### config.mk
export PLATFORM = sky130hd
export DESIGN_NAME = rng_arb_flat
export DESIGN_NICKNAME = d
export VERILOG_FILES = /design/src/rtl/rng_arb_pkg.sv /design/src/rtl/rng_arb_if.sv /design/src/rtl/rng_arb_rr_arbiter.sv /design/src/rtl/rng_arb.sv /design/src/flat_wrapper.sv
export SDC_FILE = /design/constraint.sdc
export NUM_CORES = 1
export LEC_CHECK = 0
export ABC_CLOCK_PERIOD_IN_PS = 2930
export CORE_AREA = 4 4 112 114
export DETAILED_ROUTE_END_ITERATION = 12
export DIE_AREA = 0 0 116 118
export SKIP_CTS_REPAIR_TIMING = 1
export SLEW_MARGIN = 20
export SYNTH_ARGS = -nofsm -noshare
export SYNTH_HDL_FRONTEND = slang
export SYNTH_SLANG_ARGS = --single-unit
### constraint.sdc
create_clock -name clk -period 2.93 [get_ports clk]
set_input_delay 0.586 -clock clk [delete_from_list [all_inputs] [get_ports clk]]
set_output_delay 0.586 -clock clk [all_outputs]
set_load 0.01 [all_outputs]
### src/rtl/rng_arb_pkg.sv
// Shared types and helpers for the rng range-generator arbiter.
// No logic of its own; the round-robin search is a pure function.
// Also defines the tagged output word layout {id, eot, data}.
package rng_arb_pkg;

  // Default sizing of the served rng instance.
  localparam int DEF_N_REQ  = 4;
  localparam int DEF_W_DATA = 17;
  localparam int TAG_W_ID   = $clog2(DEF_N_REQ);

  // Upper bound on requesters the search function can handle.
  localparam int MAX_REQ    = 32;
  localparam int MAX_REQ_W  = $clog2(MAX_REQ);
  localparam int IDX_EXT_W  = MAX_REQ_W + 1;

  // Arbiter FSM: IDLE picks a winner, BUSY holds it for a whole sequence.
  typedef enum logic [0:0] {
    IDLE = 1'b0,
    BUSY = 1'b1
  } state_e;

  // Layout of a downstream beat for the default sizing.
  typedef struct packed {
    logic [TAG_W_ID-1:0]     id;
    logic                    eot;
    logic [DEF_W_DATA-2:0]   data;
  } dout_tag_t;

  // First requester with valid set, scanning ptr, ptr+1, ... modulo n.
  // Returns ptr when nothing is valid (caller gates with |valid).
  function automatic logic [MAX_REQ_W-1:0] rr_next(
    input int unsigned            n,
    input logic [MAX_REQ_W-1:0]   ptr,
    input logic [MAX_REQ-1:0]     valid
  );
    logic [IDX_EXT_W-1:0] idx;
    logic [MAX_REQ_W-1:0] win;
    logic                 found;
    win   = ptr;
    found = 1'b0;
    for (int unsigned k = 0; k < MAX_REQ; k++) begin
      idx = {1'b0, ptr} + IDX_EXT_W'(k);
      if (32'(idx) >= n) begin
        idx = idx - IDX_EXT_W'(n);
      end
      if (!found && (k < n) && valid[idx[MAX_REQ_W-1:0]]) begin
        win   = idx[MAX_REQ_W-1:0];
        found = 1'b1;
      end
    end
    return win;
  endfunction

endpackage

### src/rtl/rng_arb_if.sv
// Generic valid/ready data channel used for cfg, rng output and tagged output.
// Zero latency: a plain bundle of wires.
// Transfer happens on a cycle where valid and ready are both high.
interface rng_arb_if #(
  parameter int W = 8
);
  logic [W-1:0] data;
  logic         valid;
  logic         ready;

  modport master (output data, output valid, input ready);
  modport slave  (input data, input valid, output ready);
endinterface

### src/rtl/rng_arb_rr_arbiter.sv
// Combinational round-robin picker: onehot grant plus index of the winner.
// Latency: none (pure combinational).
// No backpressure; o_any qualifies the grant outputs.
module rng_arb_rr_arbiter
  import rng_arb_pkg::*;
#(
  parameter  int N     = 4,
  localparam int W_IDX = $clog2(N)
) (
  input  logic [W_IDX-1:0] i_ptr,
  input  logic [N-1:0]     i_valid,
  output logic [N-1:0]     o_grant,
  output logic [W_IDX-1:0] o_idx,
  output logic             o_any
);

  logic [MAX_REQ-1:0]   w_valid_ext;
  logic [MAX_REQ_W-1:0] w_win;

  assign w_valid_ext = MAX_REQ'(i_valid);

  // Scan from the pointer and convert the winner to onehot form.
  always_comb begin
    w_win   = rr_next(N, MAX_REQ_W'(i_ptr), w_valid_ext);
    o_any   = |i_valid;
    o_idx   = W_IDX'(w_win);
    o_grant = '0;
    if (o_any) begin
      o_grant = N'(1) << o_idx;
    end
  end

endmodule

### src/rtl/rng_arb.sv
// Shares one rng generator among N_REQ cfg producers, round-robin per sequence.
// Latency: 1 cycle to arbitrate, then zero-latency cfg/dout muxing per beat.
// Backpressure: dout.ready passes straight to rng_dout.ready; losers stall.
module rng_arb
  import rng_arb_pkg::*;
#(
  parameter  int N_REQ  = 4,
  parameter  int W_CFG  = 48,
  parameter  int W_DATA = 17,
  localparam int W_ID   = $clog2(N_REQ)
) (
  input  logic                   clk,
  input  logic                   rst,
  input  logic [N_REQ*W_CFG-1:0] i_req_data,
  input  logic [N_REQ-1:0]       i_req_valid,
  output logic [N_REQ-1:0]       o_req_ready,
  rng_arb_if.master              o_rng_cfg,
  rng_arb_if.slave               i_rng_dout,
  rng_arb_if.master              o_dout,
  output logic                   o_busy,
  output logic [W_ID-1:0]        o_grant_id
);

  state_e           r_state;
  state_e           w_state_nxt;
  logic [W_ID-1:0]  r_rr_ptr;
  logic [W_ID-1:0]  r_grant_id;
  logic [N_REQ-1:0] r_grant_oh;
  logic [W_ID-1:0]  w_ptr_nxt;

  logic [N_REQ-1:0] w_arb_oh;
  logic [W_ID-1:0]  w_arb_idx;
  logic             w_arb_any;
  logic             w_take;
  logic             w_seq_end;

  logic [W_CFG-1:0] w_req_cfg [N_REQ];

  for (genvar gi = 0; gi < N_REQ; gi++) begin : g_unpack
    assign w_req_cfg[gi] = i_req_data[gi*W_CFG +: W_CFG];
  end

  rng_arb_rr_arbiter #(
    .N (N_REQ)
  ) u_rr_arbiter (
    .i_ptr   (r_rr_ptr),
    .i_valid (i_req_valid),
    .o_grant (w_arb_oh),
    .o_idx   (w_arb_idx),
    .o_any   (w_arb_any)
  );

  // Pointer moves to the requester after the one just served, wrapping at N_REQ-1.
  assign w_ptr_nxt = (r_grant_id == W_ID'(N_REQ - 1)) ? '0 : r_grant_id + W_ID'(1);

  // FSM state register.
  always_ff @(posedge clk or posedge rst) begin
    if (rst) begin
      r_state <= IDLE;
    end else begin
      r_state <= w_state_nxt;
    end
  end

  // Next state and all channel muxing; reset forces every handshake output low.
  always_comb begin
    w_state_nxt       = r_state;
    w_take            = 1'b0;
    w_seq_end         = 1'b0;
    o_req_ready       = '0;
    o_rng_cfg.data    = w_req_cfg[r_grant_id];
    o_rng_cfg.valid   = 1'b0;
    i_rng_dout.ready  = 1'b0;
    o_dout.data       = {r_grant_id, i_rng_dout.data};
    o_dout.valid      = 1'b0;
    case (r_state)
      IDLE: begin
        if (w_arb_any) begin
          w_take      = 1'b1;
          w_state_nxt = BUSY;
        end
      end
      BUSY: begin
        o_rng_cfg.valid  = i_req_valid[r_grant_id];
        i_rng_dout.ready = o_dout.ready;
        o_dout.valid     = i_rng_dout.valid;
        // The rng accepts the cfg word only on its eot beat.
        if (o_rng_cfg.valid && o_rng_cfg.ready) begin
          w_seq_end   = 1'b1;
          o_req_ready = r_grant_oh;
          w_state_nxt = IDLE;
        end
      end
      default: begin
        w_state_nxt = IDLE;
      end
    endcase
    if (rst) begin
      o_req_ready      = '0;
      o_rng_cfg.valid  = 1'b0;
      i_rng_dout.ready = 1'b0;
      o_dout.valid     = 1'b0;
    end
  end

  // Capture the winner on entry to BUSY; advance the pointer at sequence end.
  always_ff @(posedge clk or posedge rst) begin
    if (rst) begin
      r_grant_id <= '0;
      r_grant_oh <= '0;
      r_rr_ptr   <= '0;
    end else begin
      if (w_take) begin
        r_grant_id <= w_arb_idx;
        r_grant_oh <= w_arb_oh;
      end
      if (w_seq_end) begin
        r_rr_ptr <= w_ptr_nxt;
      end
    end
  end

  assign o_busy     = (r_state == BUSY);
  assign o_grant_id = r_grant_id;

  a_ready_onehot : assert property (@(posedge clk) disable iff (rst) $onehot0(o_req_ready));
  a_ready_busy   : assert property (@(posedge clk) disable iff (rst) (|o_req_ready) |-> o_busy);

endmodule

### src/flat_wrapper.sv
// flat-port wrapper written by rule: the top's interface ports become plain ports
module rng_arb_flat import rng_arb_pkg::*;
#(
  parameter  int N_REQ  = 4,
  parameter  int W_CFG  = 48,
  parameter  int W_DATA = 17,
  localparam int W_ID   = $clog2(N_REQ)
)
  (clk, rst, i_req_data, i_req_valid, o_req_ready, o_busy, o_grant_id, o_rng_cfg_data, o_rng_cfg_valid, o_rng_cfg_ready, i_rng_dout_data, i_rng_dout_valid, i_rng_dout_ready, o_dout_data, o_dout_valid, o_dout_ready);
  rng_arb_if #(.W(W_CFG)) o_rng_cfg_i ();
  rng_arb_if #(.W(W_DATA)) i_rng_dout_i ();
  rng_arb_if #(.W(W_DATA + (2))) o_dout_i ();
  input  logic clk;
  input  logic rst;
  input  logic [N_REQ*W_CFG-1:0] i_req_data;
  input  logic [N_REQ-1:0] i_req_valid;
  output logic [N_REQ-1:0] o_req_ready;
  output logic o_busy;
  output logic [W_ID-1:0] o_grant_id;
  output wire logic [$bits(o_rng_cfg_i.data)-1:0] o_rng_cfg_data;
  output wire logic [$bits(o_rng_cfg_i.valid)-1:0] o_rng_cfg_valid;
  input wire logic [$bits(o_rng_cfg_i.ready)-1:0] o_rng_cfg_ready;
  input wire logic [$bits(i_rng_dout_i.data)-1:0] i_rng_dout_data;
  input wire logic [$bits(i_rng_dout_i.valid)-1:0] i_rng_dout_valid;
  output wire logic [$bits(i_rng_dout_i.ready)-1:0] i_rng_dout_ready;
  output wire logic [$bits(o_dout_i.data)-1:0] o_dout_data;
  output wire logic [$bits(o_dout_i.valid)-1:0] o_dout_valid;
  input wire logic [$bits(o_dout_i.ready)-1:0] o_dout_ready;
  assign o_rng_cfg_data = o_rng_cfg_i.data;
  assign o_rng_cfg_valid = o_rng_cfg_i.valid;
  assign o_rng_cfg_i.ready = o_rng_cfg_ready;
  assign i_rng_dout_i.data = i_rng_dout_data;
  assign i_rng_dout_i.valid = i_rng_dout_valid;
  assign i_rng_dout_ready = i_rng_dout_i.ready;
  assign o_dout_data = o_dout_i.data;
  assign o_dout_valid = o_dout_i.valid;
  assign o_dout_i.ready = o_dout_ready;
  rng_arb #(.N_REQ(N_REQ), .W_CFG(W_CFG), .W_DATA(W_DATA)) u_core (.clk(clk), .rst(rst), .i_req_data(i_req_data), .i_req_valid(i_req_valid), .o_req_ready(o_req_ready), .o_rng_cfg(o_rng_cfg_i), .i_rng_dout(i_rng_dout_i), .o_dout(o_dout_i), .o_busy(o_busy), .o_grant_id(o_grant_id));
endmodule
Word-level counts from Yosys, hierarchy flattened
Index checks and enable logic that the tools add are counted.
{ "totals": {"output_inout_bits": 77, "register_bits": 9, "inputBits": 218, "elab_cells": 75} }
{ "classes": {"n_lt_le_gt_ge": 10, "bitwise_logic": 2, "n_mux": 41, "eq_ne": 1, "add_sub_neg": 8, "reduce_logical": 8, "shifts": 1} }
{ "op_table": {"columns": ["cell", "n"], "rows": [
  ["48-bit binary-select mux with 2-bit select", 1],
  ["48-bit 2-to-1 mux", 2],
  ["5-bit by 6-bit < comparator with 1-bit output (second input constant)", 4],
  ["1-bit binary-select mux with 5-bit select", 4],
  ["5-bit 2-to-1 mux", 4],
  ["1-bit 2-to-1 mux", 19],
  ["4-bit 2-to-1 mux", 4],
  ["3-bit >= comparator (second input constant)", 4],
  ["3-bit by 3-bit subtractor with 4-bit output (second input constant)", 3],
  ["2-bit 2-to-1 mux", 5],
  ["2-bit by 2-bit adder with 3-bit output (second input constant)", 2],
  ["1-bit logical AND", 4],
  ["4-bit OR reduction", 1],
  ["1-bit by 2-bit left shift with 4-bit output (first input constant)", 1],
  ["2-bit by 3-bit subtractor with 4-bit output (second input constant)", 1],
  ["2-bit by 1-bit adder with 3-bit output (second input constant)", 1],
  ["2-bit by 3-bit >= comparator with 1-bit output (second input constant)", 1],
  ["1-bit zero test", 3],
  ["2-bit by 3-bit < comparator with 1-bit output (second input constant)", 1],
  ["2-bit NOT with 3-bit output", 1],
  ["2-bit by 1-bit adder with 2-bit output (second input constant)", 1],
  ["1-bit binary-select mux with 2-bit select", 1],
  ["2-bit equality test (second input constant)", 1],
  ["1-bit case mux with 2 select lines", 1],
  ["1-bit NOT", 1]
]} }

Logic depth before layout (Yosys ltp)
{ "depth": {"word_depth": 16, "mapped_depth": 9, "ltp_nobuf": 8} }

Hierarchy
Synthesis repeated with hierarchy kept, for this count alone.
{ "hier_totals": {"cells_unflattened": 166, "hier_area_um2": 2200.9} }
{ "by_module_without_submodules": {"columns": ["module", "area_per_inst_um2", "seq_area_each_um2", "cells_each", "instances"], "rows": [
  ["rng_arb", 1786.7, 225.2, 115, 1],
  ["rng_arb_rr_arbiter", 414.1, 0.0, 51, 1]
]} }

Least setup slack after synthesis
Ideal clock, no wire load.
{ "synth_timing": {"path_kind": "reg2out", "from": "reg u_core.r_grant_id[0], in the netlist u_core.o_grant_id[0]", "to": "out o_rng_cfg_data[16]", "path_stages_with_launch": 4, "t_arrival_ns": 1.710, "path_buffers": 2, "path_slack_ns": 0.634, "required_ns": 2.344, "cell_sequence": "dfrtp_1 > clkbuf_1 > buf_1 > mux4_2"} }
{ "synth_between": {"elab_chain_len": 4} }
{ "synth_rtl": {"columns": ["item", "line", "text"], "rows": [
  ["start, declared", "rng_arb.sv:27", "logic [W_ID-1:0] r_grant_id;"],
  ["start signal, assigned", "rng_arb.sv:114", "r_grant_id <= w_arb_idx;"],
  ["2-bit NOT with 3-bit output (not written as such)", "rng_arb.sv:71", "o_rng_cfg.data = w_req_cfg[r_grant_id];"],
  ["48-bit binary-select mux with 2-bit select", "rng_arb.sv:71", null],
  ["48-bit 2-to-1 mux (not written as such) (2 in series)", "rng_arb.sv:71", null],
  ["end, declared", "flat_wrapper.sv:20", "output wire logic [$bits(o_rng_cfg_i.data)-1:0] o_rng_cfg_data;"]
]} }
Every way passes these cells. The select of a mux whose other input is x is not followed.

Final worst setup path
{ "layout_timing": {"from": "reg u_core.r_grant_id[0], in the netlist u_core.o_grant_id[0]", "to": "out o_rng_cfg_data[44]"} }
Same word-level chain as after synthesis.

==> flow_metrics.env <==
export IMPL_setup_violations=0
export IMPL_synth_area_per_cell_um2=12.9
export IMPL_io_pins=295
export IMPL_synth_warnings=0
export IMPL_path_class="flip-flop to primary output"
export IMPL_cts_max_path_buffers=2
export IMPL_antenna_found_initial=0
export IMPL_worst_ir_drop_vdd_uv=304
export IMPL_ff_latch_area_um2=230
export IMPL_slowest_stage="mux4_2"
export IMPL_synthTopCellsByCount="mux4_2, buf_4, dfrtp_1, nand2_1, inv_1"
export IMPL_synthTopCellsByArea="mux4_2, dfrtp_1, buf_4, ha_1, and2_1"
export IMPL_startpoint_type="flip-flop"
export IMPL_final_max_slew_viol_count=0
export IMPL_num_fill_cells=1098
export IMPL_viasPerCell=4.62
export IMPL_clockRootBuffer="clkbuf_16"
export IMPL_ys_ff_latch=9
export IMPL_hold_ws_ns=0.494
export IMPL_nets=623
export IMPL_wl_met1_mm=3.74
export IMPL_clock_sinks=9
export IMPL_antenna_left=0
export IMPL_crit_chain="buf_4 -> mux4_2 -> clkdlybuf4s50_1"
export IMPL_clk_insertion_delay_late_ns=0.23
export IMPL_multiInputGateArea_mm2=0.00157
export IMPL_tns_ns=0
export IMPL_fmax_mhz=359
export IMPL_period_minus_slack_ns=2.79
export IMPL_crit_path_max_incr_delay_ns=0.56
export IMPL_grt_pass1_vias=2825
export IMPL_syn2layout_area_growth_pct=137
export IMPL_rows=39
export IMPL_initial_utilization_pct=17.7
export IMPL_place_gp_congestion=0.861
export IMPL_core_mm2=0.0114
export IMPL_power_uw=3230
export IMPL_status="completed"
export IMPL_wirelength_mm=11.5
export IMPL_yosysMostFrequentCell="mux4_2"
export IMPL_p_per_area_mw_per_mm2=675
export IMPL_highest_layer="met4"
export IMPL_drc=0
export IMPL_grt_max_degree=53
export IMPL_crit_fanout=25
export IMPL_slew_headroom_pct=61.8
export IMPL_required_ns=2.34
export IMPL_ys_flop_type="dfrtp_1"
export IMPL_cap_violations=0
export IMPL_synthesis_area_mm2=0.00202
export IMPL_detail_route_wl_per_cell_um=21.2
export IMPL_wl_met3_mm=1.61
export IMPL_worst_pin_slew_ns=0.557
export IMPL_die_w_um=116
export IMPL_numCtsBuffers=3
export IMPL_p_leak_uw=0.00183
export IMPL_grt_ovfl_total=0
export IMPL_synth_cell_type_count=34
export IMPL_grt_pass1_wl_mm=16.4
export IMPL_die_area_mm2=0.0137
export IMPL_seq_area_frac_synth_pct=11.2
export IMPL_critPathCaptureType="primary output"
export IMPL_design_area_mm2=0.00479
export IMPL_drive_gt1_share_pct=18.5
export IMPL_syn_num_nets=380
export IMPL_grtUsageTotal_pct=15.7
export IMPL_io_buffer_count=260
export IMPL_drt_pass1_iter_count=4
export IMPL_cp_data_arrival_time_ns=2.20
export IMPL_hpwl_mm=10.2
export IMPL_hold_viol_final=0
export IMPL_cts_tree="done"
export IMPL_vias=2505
export IMPL_yosysTopAreaCell="mux4_2"
export IMPL_timing_final_crit_share_pct=95.1
export IMPL_drt_iter0_drc=80
export IMPL_clk_pin_slew_ns=0.04
export IMPL_die_h_um=118
export IMPL_diodes=0
export IMPL_h_tree_depth=1
export IMPL_synth_edff_count=0
export IMPL_route_met2_wl_mm=5.92
export IMPL_rsz0062_at_grt="no"
export IMPL_skew_ns=0.000709
export IMPL_netlist_area_leader_share_pct=55.8
export IMPL_min_path_type="flip-flop to flip-flop"
export IMPL_async_flop_share_pct=100
export IMPL_syn_inst=157
export IMPL_dpl_cell_area_mm2=0.00469
export IMPL_rrSetupSlack_ns=0.53
==> routing by layer <==
metal,global-route usage (%),vias to the layer above
met5,0,-
met4,4.06,0
met3,5.96,22
met2,29.0,196
met1,16.5,1171
li1,-,1116
==> registers in the layout (all words and copies together), names as in the netlist <==
signal             cells
u_core.o_grant_id      2
u_core.r_rr_ptr        2
u_core.o_busy          1
u_core.r_grant_oh      4
==> final timing paths <==
path / start / end / cells after the start
max: u_core.o_grant_id[0] / o_rng_cfg_data[44] / 3
min: u_core.r_grant_oh[3] / u_core.r_grant_oh[3] / 2
max reg2reg: u_core.r_rr_ptr[0] / u_core.r_grant_oh[3] / 6
min reg2reg: u_core.r_grant_oh[3] / u_core.r_grant_oh[3] / 2
max in group asynchronous: rst / u_core.o_grant_id[0] / 3
min in group asynchronous: rst / u_core.r_rr_ptr[1] / 3
==> area by class of cell <==
cell class	count	share of cell area, %
inverters	7	0.548
clock buffers	4	1.64
repair buffers	271	56.6
flip-flops and latches	9	4.80
well taps	143	3.73
multi-input cells	108	32.7
==> cells by family after synthesis <==
kind of cell | Yosys count | synth area share [%]
buffers and inverters | 40 | 11.6
adders and majority gates | 5 | 3.10
AOI/OAI and AO/OA | 17 | 7.00
and+or+nand+nor | 31 | 7.99
DFF | 9 | 11.2
muxes | 55 | 59.2
==> report_power, final <==
| part | switching [uW] | internal [uW] | leakage [uW] |
|---|---|---|---|
| combinational | 1100 | 1630 | 0.00168 |
| clock | 55.9 | 182 | 0.0000382 |
| sequential | 79.3 | 182 | 0.000109 |
==> worst max-delay path, delay by kind of cell, from the launching register on <==
| family | cells | cell delay [ns] |
|---|---|---|
| buffers and inverters | 2 | 0.95 |
| DFF | 1 | 0.44 |
| muxes | 1 | 0.56 |
==> stage by stage <==
step	std cells	utilization (%)	setup WS [ns]
after global placement	537	41.0	-0.132
after floorplan	157	-	0.634
after CTS	541	41.7	-0.175
after global routing	542	42.0	0.0115
after detailed placement	537	41.0	-0.152
final	542	42.0	0.144
==> layout by cell type, fill, tap and decap left out, types with 2 or more instances in the layout <==
master / instances
mux2i_1: 2
clkbuf_16: 3
buf_4: 10
nor2_1: 2
clkdlybuf4s50_1: 255
and3_1: 3
and2_1: 6
ha_1: 5
o21ai_0: 4
o21ai_1: 2
o31ai_1: 2
nand3_1: 2
nand2_1: 8
a31o_1: 2
mux4_2: 50
a21oi_1: 2
nor3_1: 2
dlymetal6s2s_1: 5
dfrtp_1: 7
mux2_2: 2
inv_1: 7
(Power assumes the default switching activity.)
